## src/rtl/varint_decode_0_if.sv

```systemverilog
// FIFO-side and stream-side signals of the varint decoder.
// slave is the decoder's view; master is the surrounding logic's view.
interface varint_decode_0_if;
    logic        varint_in_fifo_empty;
    logic [31:0] varint_in_fifo_rdata;
    logic        varint_in_fifo_pop;
    logic        varint_in_index_empty;
    logic [9:0]  varint_in_index_rdata;
    logic        varint_in_index_pop;
    logic        varint_out_valid;
    logic        varint_out_ready;
    logic [63:0] varint_out_data;
    logic        varint_out_last;
    logic        varint_out_err;

    modport master (
        output varint_in_fifo_empty, varint_in_fifo_rdata,
        output varint_in_index_empty, varint_in_index_rdata,
        output varint_out_ready,
        input  varint_in_fifo_pop, varint_in_index_pop,
        input  varint_out_valid, varint_out_data, varint_out_last, varint_out_err
    );

    modport slave (
        input  varint_in_fifo_empty, varint_in_fifo_rdata,
        input  varint_in_index_empty, varint_in_index_rdata,
        input  varint_out_ready,
        output varint_in_fifo_pop, varint_in_index_pop,
        output varint_out_valid, varint_out_data, varint_out_last, varint_out_err
    );
endinterface

```

## src/rtl/varint_decode_0.sv

```systemverilog
// Pops a message length, then that many bytes of 32-bit words, and decodes them as
// LEB128 varints onto a valid/ready stream with last/err flags.
module varint_decode_0 #(
    parameter int MAX_BYTES = 10
) (
    input  logic               clk,
    input  logic               reset,
    varint_decode_0_if.slave   bus,
    output logic               busy
);

    localparam int KW = (MAX_BYTES > 1) ? $clog2(MAX_BYTES) : 1;

    localparam logic [1:0] IDLE   = 2'd0;
    localparam logic [1:0] FETCH  = 2'd1;
    localparam logic [1:0] DECODE = 2'd2;

    logic [1:0]    state_q, state_d;
    logic [31:0]   word_q, word_d;
    logic [1:0]    bpos_q, bpos_d;
    logic [9:0]    rem_q, rem_d;
    logic [63:0]   acc_q, acc_d;
    logic [KW-1:0] k_q, k_d;
    logic          disc_q, disc_d;
    logic          vld_q, vld_d;
    logic [63:0]   data_q, data_d;
    logic          last_q, last_d;
    logic          err_q, err_d;

    logic          index_pop, fifo_pop;
    logic          stall, last_byte, at_max, ovf, load;
    logic [7:0]    byte_v;
    logic [63:0]   acc_new, ld_data;
    logic          ld_last, ld_err;

    always_comb begin
        // NOTE: every comb output gets a default first so no path can infer a latch.
        state_d   = state_q;
        word_d    = word_q;
        bpos_d    = bpos_q;
        rem_d     = rem_q;
        acc_d     = acc_q;
        k_d       = k_q;
        disc_d    = disc_q;
        vld_d     = vld_q;
        data_d    = data_q;
        last_d    = last_q;
        err_d     = err_q;
        index_pop = 1'b0;
        fifo_pop  = 1'b0;
        load      = 1'b0;
        ld_data   = '0;
        ld_last   = 1'b0;
        ld_err    = 1'b0;

        stall     = vld_q && !bus.varint_out_ready;
        byte_v    = word_q[{bpos_q, 3'b000} +: 8];
        last_byte = (rem_q == 10'd1);
        acc_new   = acc_q | (64'(byte_v[6:0]) << (7 * k_q));
        at_max    = (k_q == KW'(MAX_BYTES - 1));
        ovf       = at_max && (byte_v[7] || (byte_v[6:1] != 6'd0));

        if (vld_q && bus.varint_out_ready) begin
            vld_d = 1'b0;
        end

        case (state_q)
            IDLE: begin
                if (!bus.varint_in_index_empty) begin
                    index_pop = 1'b1;
                    rem_d     = bus.varint_in_index_rdata;
                    state_d   = (bus.varint_in_index_rdata == 10'd0) ? IDLE : FETCH;
                end
            end
            FETCH: begin
                if (!bus.varint_in_fifo_empty) begin
                    fifo_pop = 1'b1;
                    word_d   = bus.varint_in_fifo_rdata;
                    bpos_d   = 2'd0;
                    state_d  = DECODE;
                end
            end
            DECODE: begin
                if (!stall) begin
                    rem_d = rem_q - 10'd1;
                    // An overflowed value is parked in acc until its discard run ends,
                    // so it leaves with the correct last flag as a single output.
                    if (disc_q) begin
                        if (!byte_v[7] || last_byte) begin
                            load    = 1'b1;
                            ld_data = acc_q;
                            ld_err  = 1'b1;
                            ld_last = last_byte;
                            acc_d   = '0;
                            k_d     = '0;
                            disc_d  = 1'b0;
                        end
                    end else if (ovf && byte_v[7] && !last_byte) begin
                        acc_d  = acc_new;
                        disc_d = 1'b1;
                    end else if (!byte_v[7] || last_byte || ovf) begin
                        load    = 1'b1;
                        ld_data = acc_new;
                        ld_err  = ovf || byte_v[7];
                        ld_last = last_byte;
                        acc_d   = '0;
                        k_d     = '0;
                    end else begin
                        acc_d = acc_new;
                        k_d   = k_q + KW'(1);
                    end

                    if ((bpos_q == 2'd3) || last_byte) begin
                        state_d = last_byte ? IDLE : FETCH;
                    end else begin
                        bpos_d = bpos_q + 2'd1;
                    end
                end
            end
            default: state_d = IDLE;
        endcase

        if (load) begin
            vld_d  = 1'b1;
            data_d = ld_data;
            last_d = ld_last;
            err_d  = ld_err;
        end
    end

    always_ff @(posedge clk) begin
        if (!reset) begin
            state_q <= IDLE;
            bpos_q  <= 2'd0;
            rem_q   <= '0;
            acc_q   <= '0;
            k_q     <= '0;
            disc_q  <= 1'b0;
            vld_q   <= 1'b0;
            data_q  <= '0;
            last_q  <= 1'b0;
            err_q   <= 1'b0;
        end else begin
            state_q <= state_d;
            bpos_q  <= bpos_d;
            rem_q   <= rem_d;
            acc_q   <= acc_d;
            k_q     <= k_d;
            disc_q  <= disc_d;
            vld_q   <= vld_d;
            data_q  <= data_d;
            last_q  <= last_d;
            err_q   <= err_d;
        end
    end

    // NOTE: the word buffer is pure datapath, always reloaded in FETCH before use, so it has no reset.
    always_ff @(posedge clk) begin
        word_q <= word_d;
    end

    assign bus.varint_in_index_pop = reset && index_pop;
    assign bus.varint_in_fifo_pop  = reset && fifo_pop;
    assign bus.varint_out_valid    = vld_q;
    assign bus.varint_out_data     = data_q;
    assign bus.varint_out_last     = last_q;
    assign bus.varint_out_err      = err_q;
    assign busy                    = (state_q != IDLE);

endmodule
```

## src/flat_wrapper.sv

```systemverilog
// flat-port wrapper written by rule: the top's interface ports become plain ports
module varint_decode_0_flat 
#(
    parameter int MAX_BYTES = 10
)
  (clk, reset, busy, bus_varint_in_fifo_empty, bus_varint_in_fifo_rdata, bus_varint_in_index_empty, bus_varint_in_index_rdata, bus_varint_out_ready, bus_varint_in_fifo_pop, bus_varint_in_index_pop, bus_varint_out_valid, bus_varint_out_data, bus_varint_out_last, bus_varint_out_err);
  varint_decode_0_if bus_i ();
  input  logic clk;
  input  logic reset;
  output logic busy;
  input wire logic [$bits(bus_i.varint_in_fifo_empty)-1:0] bus_varint_in_fifo_empty;
  input wire logic [$bits(bus_i.varint_in_fifo_rdata)-1:0] bus_varint_in_fifo_rdata;
  input wire logic [$bits(bus_i.varint_in_index_empty)-1:0] bus_varint_in_index_empty;
  input wire logic [$bits(bus_i.varint_in_index_rdata)-1:0] bus_varint_in_index_rdata;
  input wire logic [$bits(bus_i.varint_out_ready)-1:0] bus_varint_out_ready;
  output wire logic [$bits(bus_i.varint_in_fifo_pop)-1:0] bus_varint_in_fifo_pop;
  output wire logic [$bits(bus_i.varint_in_index_pop)-1:0] bus_varint_in_index_pop;
  output wire logic [$bits(bus_i.varint_out_valid)-1:0] bus_varint_out_valid;
  output wire logic [$bits(bus_i.varint_out_data)-1:0] bus_varint_out_data;
  output wire logic [$bits(bus_i.varint_out_last)-1:0] bus_varint_out_last;
  output wire logic [$bits(bus_i.varint_out_err)-1:0] bus_varint_out_err;
  assign bus_i.varint_in_fifo_empty = bus_varint_in_fifo_empty;
  assign bus_i.varint_in_fifo_rdata = bus_varint_in_fifo_rdata;
  assign bus_i.varint_in_index_empty = bus_varint_in_index_empty;
  assign bus_i.varint_in_index_rdata = bus_varint_in_index_rdata;
  assign bus_i.varint_out_ready = bus_varint_out_ready;
  assign bus_varint_in_fifo_pop = bus_i.varint_in_fifo_pop;
  assign bus_varint_in_index_pop = bus_i.varint_in_index_pop;
  assign bus_varint_out_valid = bus_i.varint_out_valid;
  assign bus_varint_out_data = bus_i.varint_out_data;
  assign bus_varint_out_last = bus_i.varint_out_last;
  assign bus_varint_out_err = bus_i.varint_out_err;
  varint_decode_0 #(.MAX_BYTES(MAX_BYTES)) u_core (.clk(clk), .reset(reset), .bus(bus_i), .busy(busy));
endmodule
```

## config.mk

```make
export PLATFORM = sky130hd
export DESIGN_NAME = varint_decode_0_flat
export DESIGN_NICKNAME = d
export VERILOG_FILES = /design/src/rtl/varint_decode_0_if.sv /design/src/rtl/varint_decode_0.sv /design/src/flat_wrapper.sv
export SDC_FILE = /design/constraint.sdc
export NUM_CORES = 1
export LEC_CHECK = 0
export BUFFER_PORTS_ARGS = -buffer_cell sky130_fd_sc_hd__clkbuf_2
export CORE_MARGIN = 4
export CORE_UTILIZATION = 24
export CTS_BUF_LIST = sky130_fd_sc_hd__clkbuf_8 sky130_fd_sc_hd__clkbuf_16
export DETAILED_ROUTE_END_ITERATION = 6
export GPL_TIMING_DRIVEN = 0
export SLEW_MARGIN = 20
export SYNTH_ARGS = -nofsm -noshare
export SYNTH_HDL_FRONTEND = slang
export SYNTH_SLANG_ARGS = --single-unit
```

## constraint.sdc

```tcl
create_clock -name clk -period 3.07 [get_ports clk]
set_clock_uncertainty 0.05 [all_clocks]
set_input_delay 0.307 -clock clk [delete_from_list [all_inputs] [get_ports clk]]
set_output_delay 0.307 -clock clk [all_outputs]
set_load 0.005 [all_outputs]
```

==> flow_summary_export.csv <==
group,metric,value,unit
finish,num-nets-final,968,
drt,wl,24500,um
power,leakage,3.33,nW
timing,rsz0062_at_grt,"false",
clock_network,cts_buffer_depth,2,
die,row_count,64,
grt,grt_pass1_vias,6607,
clock_network,cts_tree,"built",
place,hpwl,17200,um
drt,dr.first_iter.drc_count,564,
synth,synth_compound_area_share,29.3,%
synth,synthCells,753,
synth,muxShareOfSynthArea,2.37,%
synth,ys_async_sr_fraction,0,%
setup_path,arrival,3.11,ns
drt,routedWlPerCell,18.5,um
timing,drv_slew,0,
clock_network,cts_setup_buffers,0,
setup_path,crit_required,3.39,ns
synth,synth_top_family_by_area,"compound AO/OA/AOI/OAI gates",
synth,ys_seq_area_share,52.2,%
drt,num_vias,6784,
finish,area_growth,26.0,%
drt,drtAntennaViolNets,0,
clock_network,cts_sinks,182,
timing,maxSlewHeadroom,36.7,%
clock_network,numCtsBuffers,17,
synth,ys_ff_latch,182,
setup_path,end_kind,"register",
clock_network,cts_root_buffer,"clkbuf_16",
synth,synth_edf_count,32,
grt,grt_overflow,0,
synth,ys.warnings.count,0,
die,fp.dieW,186,um
place,portBuffers,115,
timing,period_share,90.9,%
synth,yosys_most_used_dff,"dfxtp_1",
grt,grt_usage,14.1,%
grt,grt_antenna_before_repair,0,
timing,setup_viol,0,
synth,synth_adder_area_share,0.824,%
timing,worst_pin_slew,0.942,ns
timing,period_minus_slack,2.79,ns
setup_path,start_kind,"register",
die,design.portCount,117,
synth,synth.avg_cell_area,10.1,um2
hold_path,hold_class,"input pin to register",
die,core-area,0.0309,mm2
grt,grt_pass1_wl,37800,um
timing,final-hold-violation-count,0,
status,status,"finished, final reports clean",
clock_network,clk-insertion-delay-late,0.44,ns
synth,synth_simple_gate_area_share,9.92,%
timing,setup_tns,0,ns
timing,holdWs,0.0164,ns
die,die_y,186,um
drt,drcViolationCount,0,
finish,fin_cells,1325,
synth,synth_cell_types,55,
finish,n_fill_cell,3186,
setup_path,path_max_fanout,10,
clock_network,clk_pin_slew_worst_paths,0.07,ns
power,fin_total_pwr,5.29,mW
synth,synth_xor_area_share,0,%
die,start_util,24.6,%
grt,grt_max_degree,33,
finish,utilization,31.0,%
synth,syn_area,0.00760,mm2
power,ir_drop,315,uV
synth,syn_nets,805,
power,powerDensity,553,mW/mm2
timing,fmax,0.358,GHz
die,die_area,0.0346,mm2
finish,drive_above_1_share,24.0,%
place,place_congestion,0.901,
run,maxCapViolations,0,
drt,firstDrtPassIters,7,
clock_network,h-tree-depth,4,
finish,diodes,0,
place,dp_cells,1264,
drt,via_per_inst,5.12,
setup_path,crit_type,"register to register",
## critical path, cell delays in order (launching register included)
cell and delay [ns]:
dfxtp_1 0.31, clkbuf_1 0.32, nand2b_1 0.18, clkbuf_1 0.52
nor2_2 0.31, a21oi_1 0.31, clkbuf_1 0.48, a22o_1 0.24
## area by class of cell
cell class	count	area, um2	area share (%)
sequential	182	3960	41.4
clock inverter	13	131	1.37
timing repair buffer	144	866	9.04
multi-input combinational	479	3240	33.8
buffer	81	372	3.88
clock buffer	19	464	4.85
inverter	11	41.3	0.431
tap	396	495	5.18
## cells by family after synthesis
group           count (synthesis)
compound gates                317
flops                         182
simple gates                  149
buf+inv                        92
mux                             8
fa+ha+maj                       5
## Yosys cell counts, drive strengths merged, types with 3 or more instances
| library cell | instances | area share, % |
|---|---|---|
| ha | 5 | 0.82 |
| dfxtp | 150 | 40 |
| o22ai | 4 | 0.33 |
| nand4b | 3 | 0.35 |
| and2 | 10 | 0.82 |
| mux4 | 8 | 2.4 |
| nand3 | 7 | 0.46 |
| edfxtp | 32 | 13 |
| nand4 | 3 | 0.25 |
| o21ai | 11 | 0.77 |
| nand3b | 3 | 0.30 |
| a31oi | 108 | 8.9 |
| buf | 26 | 2.2 |
| nand2 | 22 | 1.1 |
| and4 | 4 | 0.46 |
| a211oi | 65 | 8.4 |
| nor2 | 58 | 2.9 |
| nor4 | 7 | 0.58 |
| nor2b | 5 | 0.41 |
| nor3 | 11 | 0.72 |
| a22o | 14 | 1.6 |
| o2bb2ai | 8 | 0.92 |
| a21oi | 84 | 5.5 |
| o21a | 4 | 0.40 |
| inv | 10 | 0.49 |
| clkbuf | 55 | 2.7 |
| o311ai | 3 | 0.44 |
| a21o | 4 | 0.40 |
## per-layer routing
metal	up-vias	GRT usage [%]	part of all wire (%)
li1	3227	-	-
met5	-	0	0
met3	46	4.36	7.5
met2	269	21.7	45
met4	0	4.55	2.3
met1	3242	18.8	45
## placed cells by master, fill, tap and decap left out, types with 22 or more instances in the layout
| cell type | n |
|---|---|
| clkbuf_2 | 115 |
| nand2_1 | 22 |
| a21oi_1 | 84 |
| a211oi_2 | 30 |
| nor2_1 | 57 |
| edfxtp_1 | 32 |
| a31oi_1 | 108 |
| clkbuf_1 | 55 |
| dlygate4sd3_1 | 29 |
| a211oi_1 | 35 |
| dfxtp_1 | 150 |
## flip-flops by register name, summed over array words and instances, names as in the netlist
signal                       cells
u_core.bus.varint_out_err        1
u_core.bpos_q                    2
u_core.bus.varint_out_last       1
u_core.word_q                   32
u_core.acc_q                    64
u_core.disc_q                    1
u_core.state_q                   2
u_core.rem_q                    10
u_core.bus.varint_out_data      64
u_core.k_q                       4
u_core.bus.varint_out_valid      1
## through the flow
| stage | area [um2] | setup WS [ns] |
|---|---|---|
| after floorplan | 7600 | 0.928 |
| after global routing | 9570 | 0.0696 |
| after global placement | 8670 | 0.0967 |
| final | 9570 | 0.279 |
| after CTS | 9560 | 0.0609 |
| after detailed placement | 8670 | 0.0933 |
## what timing repair did
action | 4_1_cts | 5_1_grt
endpoints found under the setup margin | 0 | 80
hold buffers | 29 | 0
resized for setup | 0 | 1
endpoints found under the hold margin | 29 | 0
## report_power, final
group          total (mW)  switching (mW)  internal [mW]
clock network        2.23            1.02           1.21
logic               0.532           0.337          0.195
registers            2.53          0.0345           2.49
## final timing paths
check / from / end / slack (ns) / depth (start not counted)
worst max register to register: u_core.state_q[0]$_SDFFE_PN0P_ / u_core.acc_q[50]$_SDFFE_PN0P_ / 0.28 / 7
worst min register to register: u_core.acc_q[62]$_SDFFE_PN0P_ / u_core.acc_q[62]$_SDFFE_PN0P_ / 0.42 / 1
worst min-delay path: bus_varint_in_fifo_rdata[3] / u_core.word_q[3]$_DFFE_PP_ / 0.02 / 1
worst max-delay path: u_core.state_q[0]$_SDFFE_PN0P_ / u_core.acc_q[50]$_SDFFE_PN0P_ / 0.28 / 7
Note: power is estimated with default switching activity, not from simulation.
